`src/rtl/if_id_fetch_stage.sv`:
```
// Instruction fetch stage and IF/ID pipeline register for the 16-bit core.
// Owns the PC, runs the imem req/ack handshake and splits the latched word into fields.
module if_id_fetch_stage #(
  parameter int unsigned      DataW   = 16,
  parameter logic [DataW-1:0] ResetPc = '0,
  parameter int unsigned      PcInc   = 1
) (
  input  logic             clk_i,
  input  logic             rst_i,
  output logic             imem_req_o,
  output logic [DataW-1:0] imem_addr_o,
  input  logic             imem_ack_i,
  input  logic [DataW-1:0] imem_rdata_i,
  input  logic             stall_i,
  input  logic             branch_taken_i,
  input  logic [DataW-1:0] branch_target_i,
  output logic             id_valid_o,
  output logic [DataW-1:0] id_instr_o,
  output logic [DataW-1:0] id_pc_plus1_o,
  output logic [3:0]       id_opcode_o,
  output logic [1:0]       id_rt_o,
  output logic [1:0]       id_rs_o,
  output logic [7:0]       id_imm8_o
);

  typedef enum logic [1:0] {StFetch, StHold, StKill} state_e;

  state_e           state_q, state_d;
  logic [DataW-1:0] pc_q, pc_d;
  logic [DataW-1:0] kill_addr_q, kill_addr_d;
  logic [DataW-1:0] skid_instr_q, skid_instr_d;
  logic [DataW-1:0] skid_pcp1_q, skid_pcp1_d;
  logic             id_valid_q, id_valid_d;
  logic [DataW-1:0] id_instr_q, id_instr_d;
  logic [DataW-1:0] id_pcp1_q, id_pcp1_d;

  logic             accept;
  logic             req;
  logic [DataW-1:0] addr;
  logic [DataW-1:0] pc_next;

  assign pc_next = pc_q + DataW'(PcInc);
  assign accept  = !id_valid_q || !stall_i;

  always_comb begin
    state_d      = state_q;
    pc_d         = pc_q;
    kill_addr_d  = kill_addr_q;
    skid_instr_d = skid_instr_q;
    skid_pcp1_d  = skid_pcp1_q;
    id_valid_d   = id_valid_q;
    id_instr_d   = id_instr_q;
    id_pcp1_d    = id_pcp1_q;
    req          = 1'b0;
    addr         = pc_q;

    // Decode consumed the current word and nothing new arrives: insert a NOP bubble.
    if (accept) begin
      id_valid_d = 1'b0;
      id_instr_d = '0;
    end

    case (state_q)
      StFetch: begin
        req  = 1'b1;
        addr = pc_q;
        if (branch_taken_i) begin
          pc_d = branch_target_i;
          if (!imem_ack_i) begin
            kill_addr_d = pc_q;
            state_d     = StKill;
          end
        end else if (imem_ack_i) begin
          pc_d = pc_next;
          if (accept) begin
            id_valid_d = 1'b1;
            id_instr_d = imem_rdata_i;
            id_pcp1_d  = pc_next;
          end else begin
            skid_instr_d = imem_rdata_i;
            skid_pcp1_d  = pc_next;
            state_d      = StHold;
          end
        end
      end
      StHold: begin
        if (branch_taken_i) begin
          pc_d    = branch_target_i;
          state_d = StFetch;
        end else if (accept) begin
          id_valid_d = 1'b1;
          id_instr_d = skid_instr_q;
          id_pcp1_d  = skid_pcp1_q;
          state_d    = StFetch;
        end
      end
      StKill: begin
        // Finish the abandoned request at its original address, then drop the data.
        req  = 1'b1;
        addr = kill_addr_q;
        if (branch_taken_i) begin
          pc_d = branch_target_i;
        end
        if (imem_ack_i) begin
          state_d = StFetch;
        end
      end
      default: state_d = StFetch;
    endcase

    if (branch_taken_i) begin
      id_valid_d   = 1'b0;
      id_instr_d   = '0;
      skid_instr_d = '0;
      skid_pcp1_d  = '0;
    end
  end

  always_ff @(posedge clk_i) begin
    if (rst_i) begin
      state_q      <= StFetch;
      pc_q         <= ResetPc;
      kill_addr_q  <= ResetPc;
      skid_instr_q <= '0;
      skid_pcp1_q  <= '0;
      id_valid_q   <= 1'b0;
      id_instr_q   <= '0;
      id_pcp1_q    <= '0;
    end else begin
      state_q      <= state_d;
      pc_q         <= pc_d;
      kill_addr_q  <= kill_addr_d;
      skid_instr_q <= skid_instr_d;
      skid_pcp1_q  <= skid_pcp1_d;
      id_valid_q   <= id_valid_d;
      id_instr_q   <= id_instr_d;
      id_pcp1_q    <= id_pcp1_d;
    end
  end

  // Outputs are forced quiet during the reset cycle itself, before the registers clear.
  assign imem_req_o    = req && !rst_i;
  assign imem_addr_o   = rst_i ? ResetPc : addr;
  assign id_valid_o    = id_valid_q && !rst_i;
  assign id_instr_o    = rst_i ? '0 : id_instr_q;
  assign id_pc_plus1_o = rst_i ? '0 : id_pcp1_q;

  assign id_opcode_o = id_instr_o[15:12];
  assign id_rt_o     = id_instr_o[11:10];
  assign id_rs_o     = id_instr_o[9:8];
  assign id_imm8_o   = id_instr_o[7:0];

endmodule

```
`config.mk`:
```
export PLATFORM = sky130hd
export DESIGN_NAME = if_id_fetch_stage
export DESIGN_NICKNAME = d
export VERILOG_FILES = /design/src/rtl/if_id_fetch_stage.sv
export SDC_FILE = /design/constraint.sdc
export NUM_CORES = 1
export LEC_CHECK = 0
export BUFFER_PORTS_ARGS = -buffer_cell sky130_fd_sc_hd__buf_4
export CAP_MARGIN = 20
export CORE_MARGIN = 2
export CORE_UTILIZATION = 45
export DETAILED_ROUTE_END_ITERATION = 6
export GPL_ROUTABILITY_DRIVEN = 0
export GPL_TIMING_DRIVEN = 0
export PLACE_DENSITY = 0.75
export SLEW_MARGIN = 20
export SYNTH_ARGS = -nofsm -noshare
export SYNTH_HDL_FRONTEND = slang
export SYNTH_SLANG_ARGS = --single-unit
```
`constraint.sdc`:
```
create_clock -name clk_i -period 2.95 [get_ports clk_i]
set_clock_uncertainty 0.05 [all_clocks]
set_input_delay 0.295 -clock clk_i [delete_from_list [all_inputs] [get_ports clk_i]]
set_output_delay 0.295 -clock clk_i [all_outputs]
set_load 0.005 [all_outputs]
```
==> impl_metrics.json, run 1 <==
{
  "grt_pass1_vias": 4685,
  "postSynthNetCount": 676,
  "numClockSinks": 99,
  "crit_slowest_cell": "sky130_fd_sc_hd__dfxtp_1",
  "floorplan.die_area_sq_mm": 0.0119,
  "max_clock_freq_ghz": 0.423,
  "global_route_wire_length_before_repair_um": 22100,
  "first_pass_iters": 7,
  "cpLargestDelayFamily": "buffers and inverters",
  "final.fill_count": 1038,
  "cts-htree-levels": 3,
  "critical_path.max_stage_delay_ps": 340,
  "timing.critical_path.from_type": "register",
  "synth_cell_types": 49,
  "cts.repair_timing.setup_buffer_count": 0,
  "design.portCount": 103,
  "layout_worst_path_cycle_share_pct": 80.2,
  "worst_ir_drop_vdd_uv": 308,
  "clk-insertion-delay-late_ps": 380,
  "cts_max_path_buffers": 2,
  "grt_setup_unrepaired": "no",
  "path_class": "reg2out",
  "max_cap_viol_count": 0,
  "clk_transition_reported_paths_ps": 110,
  "cts-buffers-inserted": 9,
  "synth_enable_flop_cells": 0,
  "finalCriticalPeriod_ps": 2360,
  "antenna_cells": 0,
  "ordered_cell_list_for_the_critical_path": "inv_1 > ha_1 > buf_2 > buf_2 > mux2i_1 > nor2_1 > buf_4",
  "required_ps": 2610,
  "synth_sequential_area_ratio_pct": 39.9,
  "grtUsageTotal_pct": 24.2,
  "final_net_count": 789,
  "cts.root.buffer_cell": "sky130_fd_sc_hd__clkbuf_8",
  "synthArstFlopShare_pct": 0,
  "ys_warn_count": 0,
  "vias_per_cell": 5.55,
  "detail-route-antenna-nets": 0,
  "core_area_sq_mm": 0.0108,
  "status": "finished clean",
  "place_hpwl_um": 10400,
  "num_rows": 38,
  "grt_overflow_total": 0,
  "floorplan.die.height_um": 109,
  "post_syn_area_sq_mm": 0.00496,
  "cts_hold_buffers": 0,
  "tritoncts_clock_tree": "built",
  "path_common_cell": "sky130_fd_sc_hd__buf_2",
  "drt_first_iter_violations": 358,
  "ys_dominant_reg_cell": "sky130_fd_sc_hd__dfxtp_1",
  "report.final.hold_viol_count": 0,
  "drcViolationCount": 0,
  "flip_flop_and_latch_count_after_synthesis": 99,
  "crit_path_max_fanout": 10,
  "drt-total-wl_um": 14000,
  "grt_max_degree": 18,
  "hold_class": "in2reg",
  "final_layout_size_suffix_gt1_share_pct": 21.7,
  "setup_total_negative_slack_ps": 0,
  "max_slew.worst_pin.slew_ps": 645,
  "worstPathArrival_ps": 2020,
  "routedWlPerCell_um": 15.7,
  "cellLeakagePower_nw": 2.44,
  "via_count": 4951,
  "syn_inst": 635,
  "setup_viol": 0,
  "critPathBufInv": 4,
  "worst_slew_margin_rel_pct": 57.0,
  "layout_overhead_on_the_synthesized_area_pct": 23.4,
  "die_w_um": 109,
  "grt_antenna_before_repair": 0,
  "start_util_pct": 46.0,
  "number_of_gates_resized_after_cts": 0,
  "cp-end-kind": "output port",
  "power.density_cell_area_mw_per_mm2": 539,
  "setup.reg_to_reg.worst_slack_ps": 760,
  "io_buffers": 102,
  "hold_ws_ps": 106,
  "avg_inst_size_synth_sq_um": 7.82,
  "timing.final.max_slew_violations": 0
}
## worst paths after layout
check	from	endpoint	cells after the start
setup / recovery	state_q[0]$_SDFFE_PP0P_	imem_addr_o[12]	7
hold / removal	imem_rdata_i[4]	skid_instr_q[4]$_SDFFE_PP0P_	3
setup reg to reg	state_q[0]$_SDFFE_PP0P_	pc_q[5]$_SDFFE_PP0P_	9
hold reg to reg	id_pcp1_q[5]$_SDFFE_PP0P_	id_pcp1_q[5]$_SDFFE_PP0P_	2
## cell type report
| cell class | instances | area, sq um | area share [%] |
|---|---|---|---|
| flip-flops and latches | 99 | 1980 | 32.3 |
| clock inverters | 6 | 97.6 | 1.59 |
| multi-input cells | 458 | 2590 | 42.3 |
| plain buffers | 71 | 365 | 5.96 |
| well taps | 140 | 175 | 2.86 |
| repair buffers | 102 | 766 | 12.5 |
| clock buffers | 9 | 124 | 2.02 |
| inverters | 7 | 26.3 | 0.429 |
## metal layers
metal  vias to the layer above  GRT usage (%)  wire [um]  part of all wire, %
met4                         0           11.0        402                  2.9
met3                        31           4.54       1160                  8.3
met1                      2286           29.1       5690                   41
met2                       241           41.6       6740                   48
met5                         -              0          0                    0
li1                       2393              -          -                    -
## sequential cells by signal (all words and copies together), names as in the netlist
register / cells
kill_addr_q: 16
state_q: 2
pc_q: 16
id_instr_q: 16
id_valid_q: 1
skid_pcp1_q: 16
id_pcp1_q: 16
skid_instr_q: 16
## synth_stat cells, types with 2 or more instances
| cell | instances | area share, % |
|---|---|---|
| sky130_fd_sc_hd__o31ai_1 | 2 | 0.30 |
| sky130_fd_sc_hd__nor2b_1 | 34 | 4.3 |
| sky130_fd_sc_hd__a311oi_1 | 5 | 0.88 |
| sky130_fd_sc_hd__xnor2_1 | 9 | 1.6 |
| sky130_fd_sc_hd__nand3_1 | 7 | 0.71 |
| sky130_fd_sc_hd__buf_1 | 5 | 0.38 |
| sky130_fd_sc_hd__o211ai_1 | 5 | 0.76 |
| sky130_fd_sc_hd__mux2i_1 | 21 | 4.2 |
| sky130_fd_sc_hd__a31oi_1 | 2 | 0.25 |
| sky130_fd_sc_hd__and4_1 | 4 | 0.71 |
| sky130_fd_sc_hd__nor2_1 | 77 | 5.8 |
| sky130_fd_sc_hd__xor2_1 | 3 | 0.53 |
| sky130_fd_sc_hd__and2_1 | 2 | 0.25 |
| sky130_fd_sc_hd__a21oi_1 | 64 | 6.5 |
| sky130_fd_sc_hd__nor3_1 | 22 | 2.2 |
| sky130_fd_sc_hd__o41ai_2 | 2 | 0.66 |
| sky130_fd_sc_hd__dfxtp_1 | 99 | 40 |
| sky130_fd_sc_hd__o21ai_1 | 7 | 0.71 |
| sky130_fd_sc_hd__nor4_2 | 3 | 0.76 |
| sky130_fd_sc_hd__nand2_1 | 106 | 8.0 |
| sky130_fd_sc_hd__buf_2 | 16 | 1.6 |
| sky130_fd_sc_hd__clkbuf_1 | 30 | 2.3 |
| sky130_fd_sc_hd__nand4_1 | 3 | 0.38 |
| sky130_fd_sc_hd__ha_1 | 4 | 1.0 |
| sky130_fd_sc_hd__and3_1 | 5 | 0.63 |
| sky130_fd_sc_hd__nand2b_1 | 8 | 1.0 |
| sky130_fd_sc_hd__buf_4 | 19 | 2.9 |
| sky130_fd_sc_hd__or2_1 | 2 | 0.25 |
| sky130_fd_sc_hd__or3_1 | 2 | 0.25 |
| sky130_fd_sc_hd__a222oi_1 | 17 | 3.4 |
| sky130_fd_sc_hd__o21ai_0 | 18 | 1.8 |
| sky130_fd_sc_hd__inv_1 | 7 | 0.53 |
| sky130_fd_sc_hd__a211oi_1 | 7 | 1.1 |
| sky130_fd_sc_hd__nand3b_1 | 3 | 0.45 |
## power breakdown
group	internal, W	switching (W)	total, W	leakage [nW]
combinational	0.000324	0.000484	0.000808	1.53
clock	0.000487	0.000507	0.000994	0.112
sequential	0.00142	0.0000826	0.00150	0.804
## kinds of logic (layout without fill, tap and decap cells)
group / count (synthesis) / in the layout / synth area share (%)
buffers and inverters: 78 / 195 / 7.89
muxes: 21 / 21 / 4.23
adders and majority gates: 4 / 4 / 1.01
AOI/OAI and AO/OA: 137 / 137 / 17.7
DFF: 99 / 99 / 39.9
xor gates and xnor gates: 12 / 12 / 2.12
and+or+nand+nor: 284 / 284 / 27.1
## per-stage QoR
stage / instance area [sq um] / utilization (%) / total power [W] / cells / setup slack [ps]
after floorplan: 4960 / - / 0.00204 / 635 / 1040
after global placement: 5910 / 54.7 / 0.00230 / 877 / 651
after detailed placement: 5910 / 54.7 / 0.00233 / 877 / 630
after CTS: 6130 / 56.8 / 0.00331 / 892 / 565
after global routing: 6130 / 56.8 / 0.00347 / 892 / 439
final: 6130 / 56.8 / 0.00331 / 892 / 586
## tightest hold or removal path: cells and delay by family
kind	cells	cell delay, ps
compound gates	1	50
simple gates	1	50
buf+inv	1	110
## cells in the final DEF, fill, tap and decap left out, types with 7 or more instances in the layout
cell,Yosys,final
sky130_fd_sc_hd__a211oi_1,7,7
sky130_fd_sc_hd__a21oi_1,64,64
sky130_fd_sc_hd__a222oi_1,17,17
sky130_fd_sc_hd__buf_2,16,16
sky130_fd_sc_hd__buf_4,19,121
sky130_fd_sc_hd__clkbuf_1,30,30
sky130_fd_sc_hd__clkbuf_8,0,9
sky130_fd_sc_hd__dfxtp_1,99,99
sky130_fd_sc_hd__inv_1,7,7
sky130_fd_sc_hd__mux2i_1,21,21
sky130_fd_sc_hd__nand2_1,106,106
sky130_fd_sc_hd__nand2b_1,8,8
sky130_fd_sc_hd__nand3_1,7,7
sky130_fd_sc_hd__nor2_1,77,77
sky130_fd_sc_hd__nor2b_1,34,34
sky130_fd_sc_hd__nor3_1,22,22
sky130_fd_sc_hd__o21ai_0,18,18
sky130_fd_sc_hd__o21ai_1,7,7
sky130_fd_sc_hd__xnor2_1,9,9
Power figures use the tool's default switching activity.
==> run 2: changes to the inputs <==
- PLACE_DENSITY: 0.75 -> 0.77
- clock period: 2.95 -> 2.04 ns (I/O delays scaled with it)
==> run 2 against run 1 <==
The flow now finishes with violations (DRC). Combinational power rose by 53%. Sequential power increased by 45%. Total power is 48% higher. Register-to-register slack got worse by 710 ps. Hold slack lost 90 ps. Critical path type is now reg2reg. Highest routed layer unchanged.
==> impl_metrics.json, run 2 (synthesis gave the netlist of run 1 again) <==
{
  "routedWlPerCell_um": 16.2,
  "post_route_standard_cell_area_excluding_fillers_sq_mm": 0.00628,
  "core_area_sq_mm": 0.0108,
  "placedInstanceArea_sq_mm": 0.00591,
  "global_route_wire_length_before_repair_um": 22500,
  "grt_pass1_vias": 4722,
  "detail-route-antenna-nets": 0,
  "first_pass_iters": 7,
  "mostFrequentLayoutCell": "sky130_fd_sc_hd__buf_4",
  "cts_max_path_buffers": 2,
  "cts.root.buffer_cell": "sky130_fd_sc_hd__clkbuf_8",
  "cts-buffers-inserted": 9,
  "final.fill_count": 969,
  "finalCriticalPeriod_ps": 1990,
  "setup_viol": 0,
  "worst_slew_margin_rel_pct": 59.5,
  "floorplan.die_area_sq_mm": 0.0119,
  "start_util_pct": 46.0,
  "max_clock_freq_ghz": 0.501,
  "power.density_cell_area_mw_per_mm2": 780,
  "required_ps": 2280,
  "register_area_sq_mm": 0.00198,
  "cellLeakagePower_nw": 2.54,
  "antenna_cells": 0,
  "place_hpwl_um": 10800,
  "grt_max_degree": 19,
  "report.final.hold_viol_count": 0,
  "path_class": "reg2reg",
  "status": "finished, violations left",
  "cp-end-kind": "register",
  "worst_ir_drop_vdd_uv": 409,
  "drcViolationCount": 5,
  "max_cap_viol_count": 0,
  "die_w_um": 109,
  "grtUsageTotal_pct": 24.6,
  "numClockSinks": 99,
  "drt-total-wl_um": 14500,
  "io_buffers": 102,
  "max_slew.worst_pin.slew_ps": 607,
  "hold_class": "in2reg",
  "tritoncts_clock_tree": "built",
  "via_count": 5013,
  "failed_checks": "DRC",
  "timing.final.max_slew_violations": 0,
  "final_layout_size_suffix_gt1_share_pct": 25.6,
  "clk-insertion-delay-late_ps": 390,
  "multi_input_area_sq_mm": 0.00267,
  "floorplan.die.height_um": 109,
  "final_core_util_pct": 58.2,
  "mostFrequentLayoutCells": "128 x sky130_fd_sc_hd__buf_4, 106 x sky130_fd_sc_hd__nand2_1, 97 x sky130_fd_sc_hd__dfxtp_1, 76 x sky130_fd_sc_hd__nor2_1, 62 x sky130_fd_sc_hd__a21oi_1",
  "final_net_count": 791,
  "crit_path_max_fanout": 10,
  "clk_transition_reported_paths_ps": 110,
  "grt_antenna_before_repair": 0,
  "layout_worst_path_cycle_share_pct": 97.8,
  "worstPathArrival_ps": 2230,
  "grt_overflow_total": 0,
  "drt_first_iter_violations": 348,
  "timing.critical_path.from_type": "register",
  "layout_overhead_on_the_synthesized_area_pct": 26.6,
  "num_rows": 38,
  "vias_per_cell": 5.60,
  "cts-htree-levels": 3,
  "design.portCount": 103
}
[run 2: changes by cell type in the layout (fill, tap and decap cells not counted), moves of 2 or more]
cell | before | now
sky130_fd_sc_hd__dfxtp_2 | 0 | 2
sky130_fd_sc_hd__buf_4 | 121 | 128
sky130_fd_sc_hd__dfxtp_1 | 99 | 97
sky130_fd_sc_hd__buf_2 | 16 | 12
sky130_fd_sc_hd__a21oi_1 | 64 | 62
sky130_fd_sc_hd__clkbuf_1 | 30 | 19
sky130_fd_sc_hd__ha_1 | 4 | 2
sky130_fd_sc_hd__buf_1 | 5 | 2
sky130_fd_sc_hd__clkbuf_2 | 0 | 11
sky130_fd_sc_hd__a21oi_2 | 0 | 2
[run 2: final cells by class]
class / count / share of cell area [%]
clock buffer: 9 / 1.97
inverter: 7 / 0.418
multi-input combinational: 458 / 42.5
timing repair buffer: 107 / 12.8
sequential: 99 / 31.6
buffer: 68 / 6.27
tap: 140 / 2.79
clock inverter: 7 / 1.69
[run 2: metrics by stage]
step / setup TNS [ps] / hold WS, ps / worst slack (ps) / power (W) / instances
after floorplan: 0 / 290 / 128 / 0.00294 / 635
after global placement: -369 / 386 / -51.7 / 0.00332 / 877
after detailed placement: -2440 / 396 / -127 / 0.00336 / 877
after CTS: -1.02 / 13.2 / -1.02 / 0.00482 / 890
after global routing: -11.4 / 16.7 / -6.54 / 0.00512 / 895
final: 0 / 15.3 / 45.5 / 0.00490 / 895
[run 2: critical path, stage by stage (launching register included)]
cell,delay [ps]
sky130_fd_sc_hd__dfxtp_1,340
sky130_fd_sc_hd__inv_1,100
sky130_fd_sc_hd__ha_4,320
sky130_fd_sc_hd__nor2b_1,60
sky130_fd_sc_hd__o22ai_1,290
sky130_fd_sc_hd__buf_4,250
sky130_fd_sc_hd__nor3_1,60
sky130_fd_sc_hd__o21bai_1,160
sky130_fd_sc_hd__a311oi_1,270
[run 2: path summary, 6_finish.rpt]
check	from	to	slack, ps	cells after the start
setup / recovery	state_q[1]$_SDFFE_PP0P_	pc_q[10]$_SDFFE_PP0P_	50	8
hold / removal	imem_rdata_i[0]	skid_instr_q[0]$_SDFFE_PP0P_	20	3
setup reg to reg	state_q[1]$_SDFFE_PP0P_	pc_q[10]$_SDFFE_PP0P_	50	8
hold reg to reg	id_pcp1_q[0]$_SDFFE_PP0P_	id_pcp1_q[0]$_SDFFE_PP0P_	410	2
[run 2: where the power goes]
group	switching [W]	leakage, nW	internal (W)
Clock	0.000759	0.117	0.000715
Sequential	0.000125	0.805	0.00206
Combinational	0.000713	1.62	0.000530
[run 2: what timing repair did]
| action | 4_1_cts | 5_1_grt |
|---|---|---|
| hold buffers | 0 | 0 |
| endpoints found under the hold margin | 0 | 0 |
| endpoints found under the setup margin | 51 | 80 |
| pin swaps | 0 | 2 |
| gates resized for setup | 14 | 29 |
| buffers inserted | 0 | 5 |
| gates cloned | 0 | 0 |
[run 2: per-layer routing]
| metal | routed length, um | up-vias | global-route usage (%) | share of wire, % |
|---|---|---|---|---|
| met3 | 1390 | 34 | 5.62 | 9.6 |
| met1 | 5520 | 2335 | 28.1 | 38 |
| met2 | 7230 | 252 | 43.2 | 50 |
| met4 | 366 | 0 | 11.4 | 2.5 |
| met5 | 0 | - | 0 | 0 |
| li1 | - | 2392 | - | - |
==> run 3: changes to the inputs <==
--- a/config.mk
+++ b/config.mk
@@ -13,5 +13,6 @@
 export GPL_ROUTABILITY_DRIVEN = 0
 export GPL_TIMING_DRIVEN = 0
-export PLACE_DENSITY = 0.77
+export MAX_ROUTING_LAYER = met4
+export PLACE_DENSITY = 0.66
 export SLEW_MARGIN = 20
 export SYNTH_ARGS = -nofsm -noshare
==> constraint.sdc (replaced) <==
create_clock -name clk_i -period 2.04 [get_ports clk_i]
set_clock_uncertainty 0.05 [all_clocks]
set_input_delay 0.408 -clock clk_i [delete_from_list [all_inputs] [get_ports clk_i]]
set_output_delay 0.408 -clock clk_i [all_outputs]
set_load 0.005 [all_outputs]
==> run 3 against run 2 <==
The flow still finishes with violations (DRC). Total power up 0.31%. Flip-flop and latch count did not move. Combinational power increased by 5%. Critical path depth decreased by 2. Fmax is 0.54% higher. Clock power decreased by 3%. Critical path type is now reg2out. Critical endpoint is now imem_addr_o[9]. Highest routed layer unchanged.
==> impl_metrics.json, run 3 (synthesis gave the netlist of run 1 again) <==
{
  "cts-buffers-inserted": 9,
  "drt_first_iter_violations": 419,
  "place_hpwl_um": 10700,
  "ordered_cell_list_for_the_critical_path": "inv_2 > ha_4 > clkbuf_16 > mux2i_1 > nor2_1 > buf_4",
  "via_count": 4976,
  "clk-insertion-delay-late_ps": 370,
  "routedWlPerCell_um": 16.5,
  "timing.final.max_slew_violations": 0,
  "mostFrequentLayoutCells": "126 x sky130_fd_sc_hd__buf_4, 105 x sky130_fd_sc_hd__nand2_1, 94 x sky130_fd_sc_hd__dfxtp_1, 76 x sky130_fd_sc_hd__nor2_1, 62 x sky130_fd_sc_hd__a21oi_1",
  "antenna_cells": 0,
  "status": "finished, violations left",
  "final_net_count": 792,
  "setup.reg_to_reg.worst_slack_ps": 60,
  "p_total_w": 0.00491,
  "first_pass_iters": 7,
  "report.final.hold_viol_count": 0,
  "cts-htree-levels": 3,
  "critical_path.max_stage_delay_ps": 340,
  "power.density_cell_area_mw_per_mm2": 775,
  "drcViolationCount": 3,
  "portion_of_total_power_attributed_to_sequential_cells_pct": 44.4,
  "cellLeakagePower_nw": 2.58,
  "core_area_sq_mm": 0.0108,
  "finalCriticalPeriod_ps": 1980,
  "clk_transition_reported_paths_ps": 100,
  "die_w_um": 109,
  "grt_antenna_before_repair": 0,
  "layout_worst_path_cycle_share_pct": 97.2,
  "drt-total-wl_um": 14800,
  "p_sw_share_pct": 32.6,
  "post_route_standard_cell_area_excluding_fillers_sq_mm": 0.00634,
  "grt_setup_unrepaired": "yes",
  "grtUsageTotal_pct": 25.6,
  "crit_path_max_fanout": 5,
  "layout_overhead_on_the_synthesized_area_pct": 27.8,
  "cts_hold_buffers": 0,
  "mostFrequentLayoutCell": "sky130_fd_sc_hd__buf_4",
  "vias_per_cell": 5.55,
  "floorplan.die.height_um": 109,
  "num_rows": 38,
  "design.portCount": 103,
  "pwr-share-clk_pct": 29.1,
  "grt_max_degree": 18,
  "setup_viol": 0,
  "io_buffers": 102,
  "max_slew.worst_pin.slew_ps": 651,
  "required_ps": 1580,
  "grt_pass1_vias": 4434,
  "worst_ir_drop_vdd_uv": 326,
  "numClockSinks": 99,
  "max_clock_freq_ghz": 0.504,
  "crit_slowest_cell": "sky130_fd_sc_hd__dfxtp_2",
  "path_class": "reg2out",
  "cts_max_path_buffers": 2,
  "timing.critical_path.from_type": "register",
  "failed_checks": "DRC",
  "cts.root.buffer_cell": "sky130_fd_sc_hd__clkbuf_8",
  "cp-end-kind": "output port",
  "floorplan.die_area_sq_mm": 0.0119,
  "global_route_wire_length_before_repair_um": 22700,
  "start_util_pct": 46.0,
  "worst_slew_margin_rel_pct": 56.6,
  "grt_overflow_total": 0,
  "tritoncts_clock_tree": "built",
  "power_report.internal_total_w": 0.00331,
  "comb_power_share_pct": 26.4,
  "max_cap_viol_count": 0,
  "placedInstanceArea_sq_mm": 0.00591,
  "worstPathArrival_ps": 1530,
  "hold_class": "in2reg",
  "switching_power_w": 0.00160,
  "detail-route-antenna-nets": 0,
  "final_layout_size_suffix_gt1_share_pct": 27.5
}
==> run 3: power groups by stage <==
stage / logic (W) / registers [W] / clock network, W
5_1_grt: 0.00141 / 0.00220 / 0.00154
3_5_place_dp: 0.00116 / 0.00222 / 0
2_1_floorplan: 0.000767 / 0.00218 / 0
6_report: 0.00130 / 0.00218 / 0.00143
3_3_place_gp: 0.00114 / 0.00221 / 0
4_1_cts: 0.00121 / 0.00217 / 0.00145
==> run 3: per-layer routing <==
layer / vias to the layer above / wire [um] / GRT usage [%] / share of wire [%]
met4: 0 / 265 / 9.34 / 1.8
met1: 2327 / 6270 / 32.8 / 42
li1: 2404 / - / - / -
met5: - / 0 / - / 0
met3: 20 / 1130 / 4.00 / 7.6
met2: 225 / 7100 / 40.9 / 48
==> run 3: worst paths after layout <==
path                                                 from                             to  cells after the start
worst max register to register    state_q[1]$_SDFFE_PP0P_     id_pcp1_q[15]$_SDFFE_PP0P_                      9
worst min register to register  id_pcp1_q[2]$_SDFFE_PP0P_      id_pcp1_q[2]$_SDFFE_PP0P_                      2
worst min-delay path                     imem_rdata_i[13]  skid_instr_q[13]$_SDFFE_PP0P_                      3
worst max-delay path              state_q[0]$_SDFFE_PP0P_                 imem_addr_o[9]                      6
==> run 3: cell type report <==
class / instances / area, sq um
Clock buffer: 9 / 124
Multi-Input combinational cell: 458 / 2680
Fill cell: 990 / 4450
Clock inverter: 7 / 98.8
Sequential cell: 99 / 1990
Inverter: 7 / 26.3
Tap cell: 140 / 175
Timing Repair Buffer: 109 / 846
Buffer: 67 / 409
==> run 3: through the flow <==
stage                     util (%)  std cells  setup slack, ps  hold WS [ps]  setup TNS [ps]
after floorplan                  -        635              128           377               0
after global placement        54.7        877             -459           388          -13120
after detailed placement      54.7        877             -479           392          -16130
after CTS                     57.5        891            -16.2           225           -55.9
after global routing          58.8        896            -48.3           231            -250
final                         58.8        896             56.2           231               0
==> run 3: critical path: cells and delay by family, from the launching register on <==
kind | cells | cell delay (ps)
buf+inv | 3 | 370
fa+ha+maj | 1 | 200
flops | 1 | 340
simple gates | 1 | 60
mux | 1 | 180
==> run 3: what timing repair did <==
action                     in CTS  in global routing
setup endpoints to repair     104                 97
buffers inserted                1                  4
cloned                          0                  2
resized for setup              26                 41
pin swaps                       1                  4
